$ cat src/rtl/div_mon_pkg.sv
// div_mon_pkg
// Shared definitions for the divider error monitor: operand widths, the
// monitor state encoding and a saturating adder used by every statistic.
// No ports (package).

package div_mon_pkg;

   localparam int N_W = 16;
   localparam int D_W = 8;
   localparam int Q_W = 8;

   typedef enum logic [1:0] {
      IDLE = 2'd0,
      CALC = 2'd1,
      DONE = 2'd2
   } state_t;

   // Adds amount to value and clamps the result at limit. The callers keep
   // value <= limit, so the clamp is the only way the sum can leave range.
   // Operands are carried in 32 bits; callers cast back to their own width.
   function automatic logic [31:0] sat_inc(input logic [31:0] value,
                                           input logic [31:0] amount,
                                           input logic [31:0] limit);
      logic [32:0] sum;
      logic [31:0] result;
      sum = {1'b0, value} + {1'b0, amount};
      if (sum > {1'b0, limit}) begin
         result = limit;
      end else begin
         result = sum[31:0];
      end
      return result;
   endfunction

endpackage

$ cat src/rtl/restoring_div_step.sv
// restoring_div_step
// One combinational step of a restoring divider: shifts the next dividend
// bit into the partial remainder and subtracts the divisor if it fits.
// Ports:
//   p_in   - current 9-bit partial remainder
//   n_bit  - dividend bit brought down in this step
//   d      - divisor
//   p_out  - partial remainder after the step
//   q_bit  - quotient bit produced by the step

module restoring_div_step
   import div_mon_pkg::*;
(
   input  logic [8:0]     p_in,
   input  logic           n_bit,
   input  logic [D_W-1:0] d,
   output logic [8:0]     p_out,
   output logic           q_bit
);

   logic [9:0] t;
   logic [8:0] diff;

   // p_in never reaches d, so t fits in 9 bits in practice; keeping the top
   // bit in the compare makes the step correct for any p_in anyway.
   always_comb begin
      t    = {p_in, n_bit};
      diff = t[8:0] - {1'b0, d};
      if (t >= {2'b00, d}) begin
         q_bit = 1'b1;
         p_out = diff;
      end else begin
         q_bit = 1'b0;
         p_out = t[8:0];
      end
   end

endmodule

$ cat src/rtl/div_error_monitor.sv
// div_error_monitor
// Captures one operand pair with the approximate quotient/remainder produced
// by an approximate divider, recomputes the exact result with an 8-step
// restoring divider and accumulates quotient error statistics.
// Ports:
//   clk, rst_n            - clock, asynchronous active-low reset
//   in_valid / in_ready   - sample handshake (in_ready high only when idle)
//   n, d, q_apx, r_apx    - dividend, divisor and approximate results
//   clr                   - synchronous clear of all statistics
//   res_valid, res_ovf    - per-sample result pulse and overflow flag
//   q_exact, r_exact      - exact quotient and remainder of the last sample
//   q_err                 - |q_apx - q_exact| of the last sample
//   err_sum, sample_cnt   - saturating error sum and counted-sample count
//   max_err               - largest quotient error seen
//   mism_cnt, ovf_cnt     - saturating mismatch and overflow counts

module div_error_monitor
   import div_mon_pkg::*;
#(
   parameter int SUM_W = 32,
   parameter int CNT_W = 16
) (
   input  logic             clk,
   input  logic             rst_n,
   input  logic             in_valid,
   output logic             in_ready,
   input  logic [N_W-1:0]   n,
   input  logic [D_W-1:0]   d,
   input  logic [Q_W-1:0]   q_apx,
   input  logic [Q_W-1:0]   r_apx,
   input  logic             clr,
   output logic             res_valid,
   output logic             res_ovf,
   output logic [Q_W-1:0]   q_exact,
   output logic [Q_W-1:0]   r_exact,
   output logic [Q_W-1:0]   q_err,
   output logic [SUM_W-1:0] err_sum,
   output logic [SUM_W-1:0] sample_cnt,
   output logic [Q_W-1:0]   max_err,
   output logic [CNT_W-1:0] mism_cnt,
   output logic [CNT_W-1:0] ovf_cnt
);

   // Saturation limits expressed in the 32-bit width of sat_inc; SUM_W and
   // CNT_W are therefore limited to 32.
   localparam logic [31:0] SUM_MAX = 32'((64'd1 << SUM_W) - 64'd1);
   localparam logic [31:0] CNT_MAX = 32'((64'd1 << CNT_W) - 64'd1);

   state_t           state_q,      state_d;
   logic [2:0]       step_q,       step_d;
   logic [D_W-1:0]   n_lo_q,       n_lo_d;
   logic [D_W-1:0]   d_q,          d_d;
   logic [Q_W-1:0]   q_apx_q,      q_apx_d;
   logic [Q_W-1:0]   r_apx_q,      r_apx_d;
   logic [8:0]       p_q,          p_d;
   logic [Q_W-1:0]   q_acc_q,      q_acc_d;
   logic             res_valid_q,  res_valid_d;
   logic             res_ovf_q,    res_ovf_d;
   logic [Q_W-1:0]   q_exact_q,    q_exact_d;
   logic [Q_W-1:0]   r_exact_q,    r_exact_d;
   logic [Q_W-1:0]   q_err_q,      q_err_d;
   logic [SUM_W-1:0] err_sum_q,    err_sum_d;
   logic [SUM_W-1:0] sample_cnt_q, sample_cnt_d;
   logic [Q_W-1:0]   max_err_q,    max_err_d;
   logic [CNT_W-1:0] mism_cnt_q,   mism_cnt_d;
   logic [CNT_W-1:0] ovf_cnt_q,    ovf_cnt_d;

   logic [8:0]       p_next;
   logic             q_bit;
   logic             in_ovf;
   logic             sample_mism;

   // Only the low dividend byte is kept after acceptance: the high byte is
   // loaded straight into the partial remainder, which is where it lives
   // for the rest of the computation.
   restoring_div_step u_step (
      .p_in  (p_q),
      .n_bit (n_lo_q[3'd7 - step_q]),
      .d     (d_q),
      .p_out (p_next),
      .q_bit (q_bit)
   );

   // A quotient that does not fit in 8 bits (or a zero divisor) cannot be
   // produced by the divider, so such samples are only counted as overflow.
   assign in_ovf      = (d == '0) || (n[N_W-1:D_W] >= d);
   assign sample_mism = (q_apx_q != q_exact_q) || (r_apx_q != r_exact_q);

   always_comb begin
      state_d      = state_q;
      step_d       = step_q;
      n_lo_d       = n_lo_q;
      d_d          = d_q;
      q_apx_d      = q_apx_q;
      r_apx_d      = r_apx_q;
      p_d          = p_q;
      q_acc_d      = q_acc_q;
      res_valid_d  = 1'b0;
      res_ovf_d    = res_ovf_q;
      q_exact_d    = q_exact_q;
      r_exact_d    = r_exact_q;
      q_err_d      = q_err_q;
      err_sum_d    = err_sum_q;
      sample_cnt_d = sample_cnt_q;
      max_err_d    = max_err_q;
      mism_cnt_d   = mism_cnt_q;
      ovf_cnt_d    = ovf_cnt_q;

      case (state_q)
         IDLE: begin
            if (in_valid) begin
               n_lo_d  = n[D_W-1:0];
               d_d     = d;
               q_apx_d = q_apx;
               r_apx_d = r_apx;
               step_d  = 3'd0;
               q_acc_d = '0;
               p_d     = {1'b0, n[N_W-1:D_W]};
               if (in_ovf) begin
                  state_d     = DONE;
                  res_valid_d = 1'b1;
                  res_ovf_d   = 1'b1;
                  q_exact_d   = '0;
                  r_exact_d   = '0;
                  q_err_d     = '0;
               end else begin
                  state_d = CALC;
               end
            end
         end

         // Step k fills quotient bit 7-k, so the quotient is complete once
         // the step-7 bit has been written into q_acc_d.
         CALC: begin
            p_d                     = p_next;
            q_acc_d[3'd7 - step_q]  = q_bit;
            step_d                  = step_q + 3'd1;
            if (step_q == 3'd7) begin
               state_d     = DONE;
               step_d      = 3'd0;
               res_valid_d = 1'b1;
               res_ovf_d   = 1'b0;
               q_exact_d   = q_acc_d;
               r_exact_d   = p_next[7:0];
               if (q_apx_q >= q_acc_d) begin
                  q_err_d = q_apx_q - q_acc_d;
               end else begin
                  q_err_d = q_acc_d - q_apx_q;
               end
            end
         end

         // Statistics are taken from the registered result of this sample.
         DONE: begin
            state_d = IDLE;
            if (res_ovf_q) begin
               ovf_cnt_d = CNT_W'(sat_inc(32'(ovf_cnt_q), 32'd1, CNT_MAX));
            end else begin
               err_sum_d    = SUM_W'(sat_inc(32'(err_sum_q), 32'(q_err_q), SUM_MAX));
               sample_cnt_d = SUM_W'(sat_inc(32'(sample_cnt_q), 32'd1, SUM_MAX));
               if (q_err_q > max_err_q) begin
                  max_err_d = q_err_q;
               end
               if (sample_mism) begin
                  mism_cnt_d = CNT_W'(sat_inc(32'(mism_cnt_q), 32'd1, CNT_MAX));
               end
            end
         end

         default: begin
            state_d = IDLE;
         end
      endcase

      // A clear overrides any update on the same edge, including the one
      // from DONE, but leaves the computation and result registers alone.
      if (clr) begin
         err_sum_d    = '0;
         sample_cnt_d = '0;
         max_err_d    = '0;
         mism_cnt_d   = '0;
         ovf_cnt_d    = '0;
      end
   end

   // All state, operand, result and statistic registers.
   always_ff @(posedge clk or negedge rst_n) begin
      if (!rst_n) begin
         state_q      <= IDLE;
         step_q       <= '0;
         n_lo_q       <= '0;
         d_q          <= '0;
         q_apx_q      <= '0;
         r_apx_q      <= '0;
         p_q          <= '0;
         q_acc_q      <= '0;
         res_valid_q  <= 1'b0;
         res_ovf_q    <= 1'b0;
         q_exact_q    <= '0;
         r_exact_q    <= '0;
         q_err_q      <= '0;
         err_sum_q    <= '0;
         sample_cnt_q <= '0;
         max_err_q    <= '0;
         mism_cnt_q   <= '0;
         ovf_cnt_q    <= '0;
      end else begin
         state_q      <= state_d;
         step_q       <= step_d;
         n_lo_q       <= n_lo_d;
         d_q          <= d_d;
         q_apx_q      <= q_apx_d;
         r_apx_q      <= r_apx_d;
         p_q          <= p_d;
         q_acc_q      <= q_acc_d;
         res_valid_q  <= res_valid_d;
         res_ovf_q    <= res_ovf_d;
         q_exact_q    <= q_exact_d;
         r_exact_q    <= r_exact_d;
         q_err_q      <= q_err_d;
         err_sum_q    <= err_sum_d;
         sample_cnt_q <= sample_cnt_d;
         max_err_q    <= max_err_d;
         mism_cnt_q   <= mism_cnt_d;
         ovf_cnt_q    <= ovf_cnt_d;
      end
   end

   assign in_ready   = (state_q == IDLE);
   assign res_valid  = res_valid_q;
   assign res_ovf    = res_ovf_q;
   assign q_exact    = q_exact_q;
   assign r_exact    = r_exact_q;
   assign q_err      = q_err_q;
   assign err_sum    = err_sum_q;
   assign sample_cnt = sample_cnt_q;
   assign max_err    = max_err_q;
   assign mism_cnt   = mism_cnt_q;
   assign ovf_cnt    = ovf_cnt_q;

endmodule
$ cat config.mk
export PLATFORM = sky130hd
export DESIGN_NAME = div_error_monitor
export DESIGN_NICKNAME = d
export VERILOG_FILES = /design/src/rtl/div_mon_pkg.sv /design/src/rtl/restoring_div_step.sv /design/src/rtl/div_error_monitor.sv
export SDC_FILE = /design/constraint.sdc
export NUM_CORES = 1
export LEC_CHECK = 0
export ABC_AREA = 1
export ABC_CLOCK_PERIOD_IN_PS = 5000
export CAP_MARGIN = 10
export CORE_MARGIN = 5
export CORE_UTILIZATION = 35
export CTS_CLUSTER_SIZE = 16
export DETAILED_ROUTE_END_ITERATION = 16
export GPL_ROUTABILITY_DRIVEN = 0
export PLACE_DENSITY_LB_ADDON = 0.08
export SYNTH_ARGS = -nofsm -noshare
export SYNTH_HDL_FRONTEND = slang
export SYNTH_SLANG_ARGS = --single-unit
$ cat constraint.sdc
create_clock -name clk -period 5 [get_ports clk]
set_input_delay 1 -clock clk [delete_from_list [all_inputs] [get_ports clk]]
set_output_delay 1 -clock clk [all_outputs]
set_load 0.1 [all_outputs]
# Word-level counts from Yosys, hierarchy flattened
# Cells that the tools add are included.
# totals
register_bits	184
out_inout_bits	131
in_bits	44
word_cells	120
# classes
reduce_logical	18
magnitude_cmp	10
n_addsub	9
n_eq_ne	9
mux	56
# ops
op	count
2-to-1 mux 32 bit	8
2-to-1 mux 16 bit	9
2-to-1 mux 8 bit	11
greater-than comparator 33 x 32 -> 1 bit, second input constant	2
one-hot mux 8 bit (2 select lines)	4
adder 16 x 1 -> 17 bit, second input constant	2
greater-than comparator 17 x 16 -> 1 bit, second input constant	2
adder 32 x 1 -> 33 bit, second input constant	1
adder 32 x 8 -> 33 bit	1
2-to-1 mux 9 bit	2
one-hot mux 9 bit (2 select lines)	1
>= comparator 8 bit	2
!= test 8 bit	2
subtractor 8 bit	2
>= comparator 10 x 8 -> 1 bit	1
AND reduction 2 bit	5
nonzero test 2 bit	5
2-to-1 mux 1 bit	9
subtractor 9 x 8 -> 9 bit	1
bitwise mux 8 bit	1
greater-than comparator 8 bit	1
logical NOT 8 bit	1
2-to-1 mux 2 bit	3
2-to-1 mux 3 bit	2
other kinds (19)	24

# Depth between registers and ports, before layout
# logic_depth
ltp_word	10
ltp_mapped	31
mapped_depth_nobuf	29

# Hierarchy
# Synthesis repeated with hierarchy kept, for this count alone.
# unflattened
cells_unflattened	1725
hier_area_um2	12294.3
# by_module_without_submodules
mod	cells_per_inst	n_inst	seq_area_each_um2	area_each_um2
div_error_monitor	1606	1	4604.4	11628.7
restoring_div_step	119	1	0.0	665.6

# Least setup slack after synthesis
# OpenSTA, ideal clock, no wires.
# synth_path
path_kind	register to register
start	register step_q[0]
end	register q_err_q[4], in the netlist q_err[4]
stages_incl_launch_ff	30
setup_slack_ns	0.684
required_ns	4.917
setup_ns	0.083
n_path_buf	2
synth_period_minus_slack_ns	4.316
arrival_time_ns	4.233
path_cell_list	dfrtp_1 -> clkbuf_1 -> inv_1 -> nand3_1 -> o22ai_1 -> nor2_1 -> nand4_1 -> inv_1 -> ha_1 -> inv_1 -> fa_1 -> nand2_1 -> nand2_1 -> nand2_1 -> o21ai_0 -> nor3_1 -> buf_2 -> nand2_1 -> nand2_1 -> inv_1 -> ha_1 -> fa_1 -> o21ai_0 -> nand2_1 -> nand3_1 -> inv_1 -> o21a_1 -> nand2_1 -> nand2_1 -> o21ai_0
# synth_via
elab_chain_cells	10
word_cells_on_any_way	20
cone_classes	add/sub (3); order compare (4); eq/ne (2); mux (9); reduce/logical (2)
# synth_lines
element	line_no	rtl
from (decl)	div_error_monitor.sv:50	logic [2:0] step_q, step_d;
from (signal assigned)	div_error_monitor.sv:209	step_q <= step_d;
subtractor 3 bit	div_error_monitor.sv:78, div_error_monitor.sv:136	
binary-select mux 1 bit (select 3 bit) (tied with other cells)	div_error_monitor.sv:78	.n_bit (n_lo_q[3'd7 - step_q]),
2-to-1 mux 1 bit (not written as such) or logical AND 1 bit (tied branches)	div_error_monitor.sv:78, div_error_monitor.sv:136	
>= comparator 10 x 8 -> 1 bit or 2-to-1 mux 1 bit (tied branches)	restoring_div_step.sv:29, div_error_monitor.sv:136	
2-to-1 mux 1 bit or demux 1 bit (select 3 bit) (tied branches)	restoring_div_step.sv:29, div_error_monitor.sv:136	
bitwise mux 8 bit	div_error_monitor.sv:136	q_acc_d[3'd7 - step_q] = q_bit;
subtractor 8 bit (tied with other cells)	div_error_monitor.sv:148	q_err_d = q_acc_d - q_apx_q;
2-to-1 mux 8 bit	div_error_monitor.sv:145	if (q_apx_q >= q_acc_d) begin
2-to-1 mux 8 bit	div_error_monitor.sv:138	if (step_q == 3'd7) begin
one-hot mux 8 bit (2 select lines)	div_error_monitor.sv:109	case (state_q)
to (signal assigned)	div_error_monitor.sv:220	q_err_q <= q_err_d;
to (decl)	div_error_monitor.sv:61	logic [Q_W-1:0] q_err_q, q_err_d;
# Several ways; a longest one is shown, not always the timed one. The select of a mux whose other input is x is not followed.
# A chain may end at the register's enable or synchronous reset.

# Worst setup path in the final report
# layout_path
start	register step_q[2]
end	register q_err_q[2], in the netlist q_err[2]
# Same word-level chain as after synthesis.

==> summary.md <==
| Metric | Value |
|---|---|
| Setup Skew | 0.0134 ns |
| Routed Wire Length | 37900 µm |
| Synth unique cells | 52 |
| Final period utilization | 0.904 |
| Root buf cell | clkbuf_16 |
| Final setup fails | 0 |
| Grt total ovfl | 0 |
| Slack of the critical path | 0.482 ns |
| Slowest stage delay, CP | 0.50 ns |
| Top cell type by total area after synthesis | dfrtp_1 |
| Post-synthesis cell area | 12300 µm² |
| Post-route ant nets | 0 |
| Clk slew on worst S/H paths | 0.07 ns |
| Share of layout cells above drive strength 1 | 0.0589 |
| I/O pins | 175 |
| Net count after synthesis | 1800 |
| Die Y | 197 µm |
| Met2 wire length | 17500 µm |
| Final layout net count | 1960 |
| Register area share after synthesis | 0.376 |
| LEAKAGE | 7.30 nW |
| Chip Width | 197 µm |
| Top post-synthesis cells by area | dfrtp_1 (38%), nand2_1 (17%), inv_1 (6.1%), ha_1 (5.6%), o21ai_0 (4.7%) |
| # rows | 68 |
| Post-Syn Instances | 1697 |
| Met3 Wirelength | 1730 µm |
| Fill cells | 3645 |
| CP max stage cell | dfrtp_1 |
| Initial Util | 0.355 |
| Via count | 11400 |
| Clock sinks | 184 |
| Synth async-reset ratio | 1.00 |
| Hold path depth | 2 |
| Cell mode on critical path | nand2_1 |
| Commonest cells in the netlist | nand2_1 (565), inv_1 (199), dfrtp_1 (184) |
| VDD IR max | 0.425 mV |
| TritonCTS clock tree | yes |
| First-pass GRT wire length | 61700 µm |
| Core ar. | 34500 µm² |
| Hold Fails Final Rpt | 0 |
| Drt via density | 4.93 |
| Initial drt markers | 773 |
| Clock Path Buffers | 2 |
| Crit path DAT | 4.83 ns |
| Diodes inserted | 0 |
| CTS buffer count | 17 |
| Final core occ | 0.435 |
| Reg2Reg Depth | 28 |
| Post-Place Worst Slack | 0.284 ns |
| Avg WL per Cell | 16.3 µm |
| Period minus WS final | 4.52 ns |
| Drt drc | 0 |
| Port-buffer cells | 174 |
| Pins Over Slew Limit | 0 |
| CP Launch Type | flop |
| Vias in the first global route | 11300 |
| Number of synthesized flops with an enable pin | 0 |
| Die area | 38900 µm² |
| Crit. End Element | flop |
| Slew of the pin with the lowest slew margin | 1.10 ns |
| Fmax | 0.221 GHz |
| # hold bufs at CTS | 0 |
| Synth top area share | 0.376 |
| Max layer used | met4 |
| Post-Syn Area per Cell | 7.22 µm² |
| Largest net degree at the start of global routing | 96 |
| Area Growth Syn to Fin | 22.5% |
| Reg area | 4610 µm² |
| Worst min path class | reg2reg |
| Multi-input logic area | 6680 µm² |
| Top-count cell post-synth | nand2_1 |
| Clk_lat worst skew | 0.44 ns |
| Yosys reg bits | 184 |
| Status | complete, no violations |
| Ys flop type | dfrtp_1 |
| Antenna violations before repair | 0 |
| DR pass1 iterations | 7 |
| CP max FO | 13 |
| Critical path class | reg2reg |
| Worst path required time | 5.31 ns |
| Design Power | 6.86 mW |
| Slew headroom | 0.268 |
| Synth warn | 0 |
| DP HPWL | 28700 µm |
| Cell Pwr Density | 457 nW/µm² |
| DRT met1 WL | 17900 µm |
| Setup TNS | 0 ns |
| Max Cap Violations | 0 |
| Unrepaired setup endpoints after global routing | false |
| Gr usage total | 0.196 |
| CTS H-Tree Depth | 4 |
-- where the power goes --
part / switching, mW / total [mW] / internal [mW] / leakage [nW]
clock: 0.590 / 1.31 / 0.722 / 0.259
sequential: 0.266 / 2.05 / 1.79 / 2.46
combinational: 2.37 / 3.50 / 1.12 / 4.58
-- cell type report --
class,count,share of cell area
sequential,184,0.307
timing repair buffer,189,0.124
inverter,202,0.0505
tap,455,0.0379
clock inverter,6,0.00442
clock buffer,24,0.0321
multi-input combinational,1263,0.445
-- logic make-up after synthesis --
family                   after synthesis  share of synthesized area
AND/OR/NAND/NOR                      914                      0.327
flip-flops                           184                      0.376
buffers and inverters                250                     0.0818
adder cells (fa/ha/maj)               59                     0.0627
AO/OA/AOI/OAI                        216                      0.100
XOR/XNOR                              74                     0.0529
-- layer usage --
metal | vias to the layer above | global-route usage
li1 | 5797 | -
met4 | 0 | 0.0570
met2 | 250 | 0.319
met1 | 5362 | 0.269
met5 | - | 0
met3 | 39 | 0.0363
-- flip-flops by register name (all words and copies together) (netlist names) --
| name | flops |
|---|---|
| d_q | 8 |
| q_err | 8 |
| res_ovf | 1 |
| step_q | 3 |
| q_acc_q | 8 |
| mism_cnt | 16 |
| state_q | 2 |
| q_apx_q | 8 |
| r_apx_q | 8 |
| err_sum | 32 |
| n_lo_q | 8 |
| p_q | 9 |
| ovf_cnt | 16 |
| q_exact | 8 |
| res_valid | 1 |
| r_exact | 8 |
| max_err | 8 |
| sample_cnt | 32 |
-- worst paths after layout --
check                                  startpoint                     end  slack (ns)
min in group asynchronous                   rst_n  ovf_cnt[8]$_DFFE_PN0P_        0.64
hold / removal             q_acc_q[6]$_DFFE_PN0P_  q_acc_q[6]$_DFFE_PN0P_        0.48
hold reg to reg            q_acc_q[6]$_DFFE_PN0P_  q_acc_q[6]$_DFFE_PN0P_        0.48
setup / recovery            step_q[2]$_DFFE_PN0P_    q_err[2]$_DFFE_PN0P_        0.48
max in group asynchronous                   rst_n      p_q[3]$_DFFE_PN0P_        3.35
setup reg to reg            step_q[2]$_DFFE_PN0P_    q_err[2]$_DFFE_PN0P_        0.48
-- stage by stage --
stage,area [µm²],hold slack (ns),std cells
2_1_floorplan,12300,0.442,1697
3_3_place_gp,14500,0.465,2292
3_5_place_dp,14500,0.464,2292
4_1_cts,15000,0.482,2322
5_1_grt,15000,0.498,2323
6_report,15000,0.479,2323
-- layout by cell type, fill, tap and decap left out, drive strengths merged, types with 41 or more instances in the layout --
cell,instances
xor2,57
nand2,570
inv,201
nand3,120
dfrtp,184
nor3,41
clkdlybuf4s50,173
o21ai,125
ha,55
nor2,124
-- what timing repair did --
item	in CTS	in global routing
setup buffers	0	1
resized for setup	0	6
setup endpoints to repair	0	7
-- critical path: cells and delay by family (launching register included) --
family / cells / cell delay [ns]
simple gates: 13 / 1.35
fa+ha+maj: 4 / 1.16
compound gates: 5 / 0.67
buf+inv: 6 / 0.70
flops: 1 / 0.50
(Power assumes the default switching activity.)
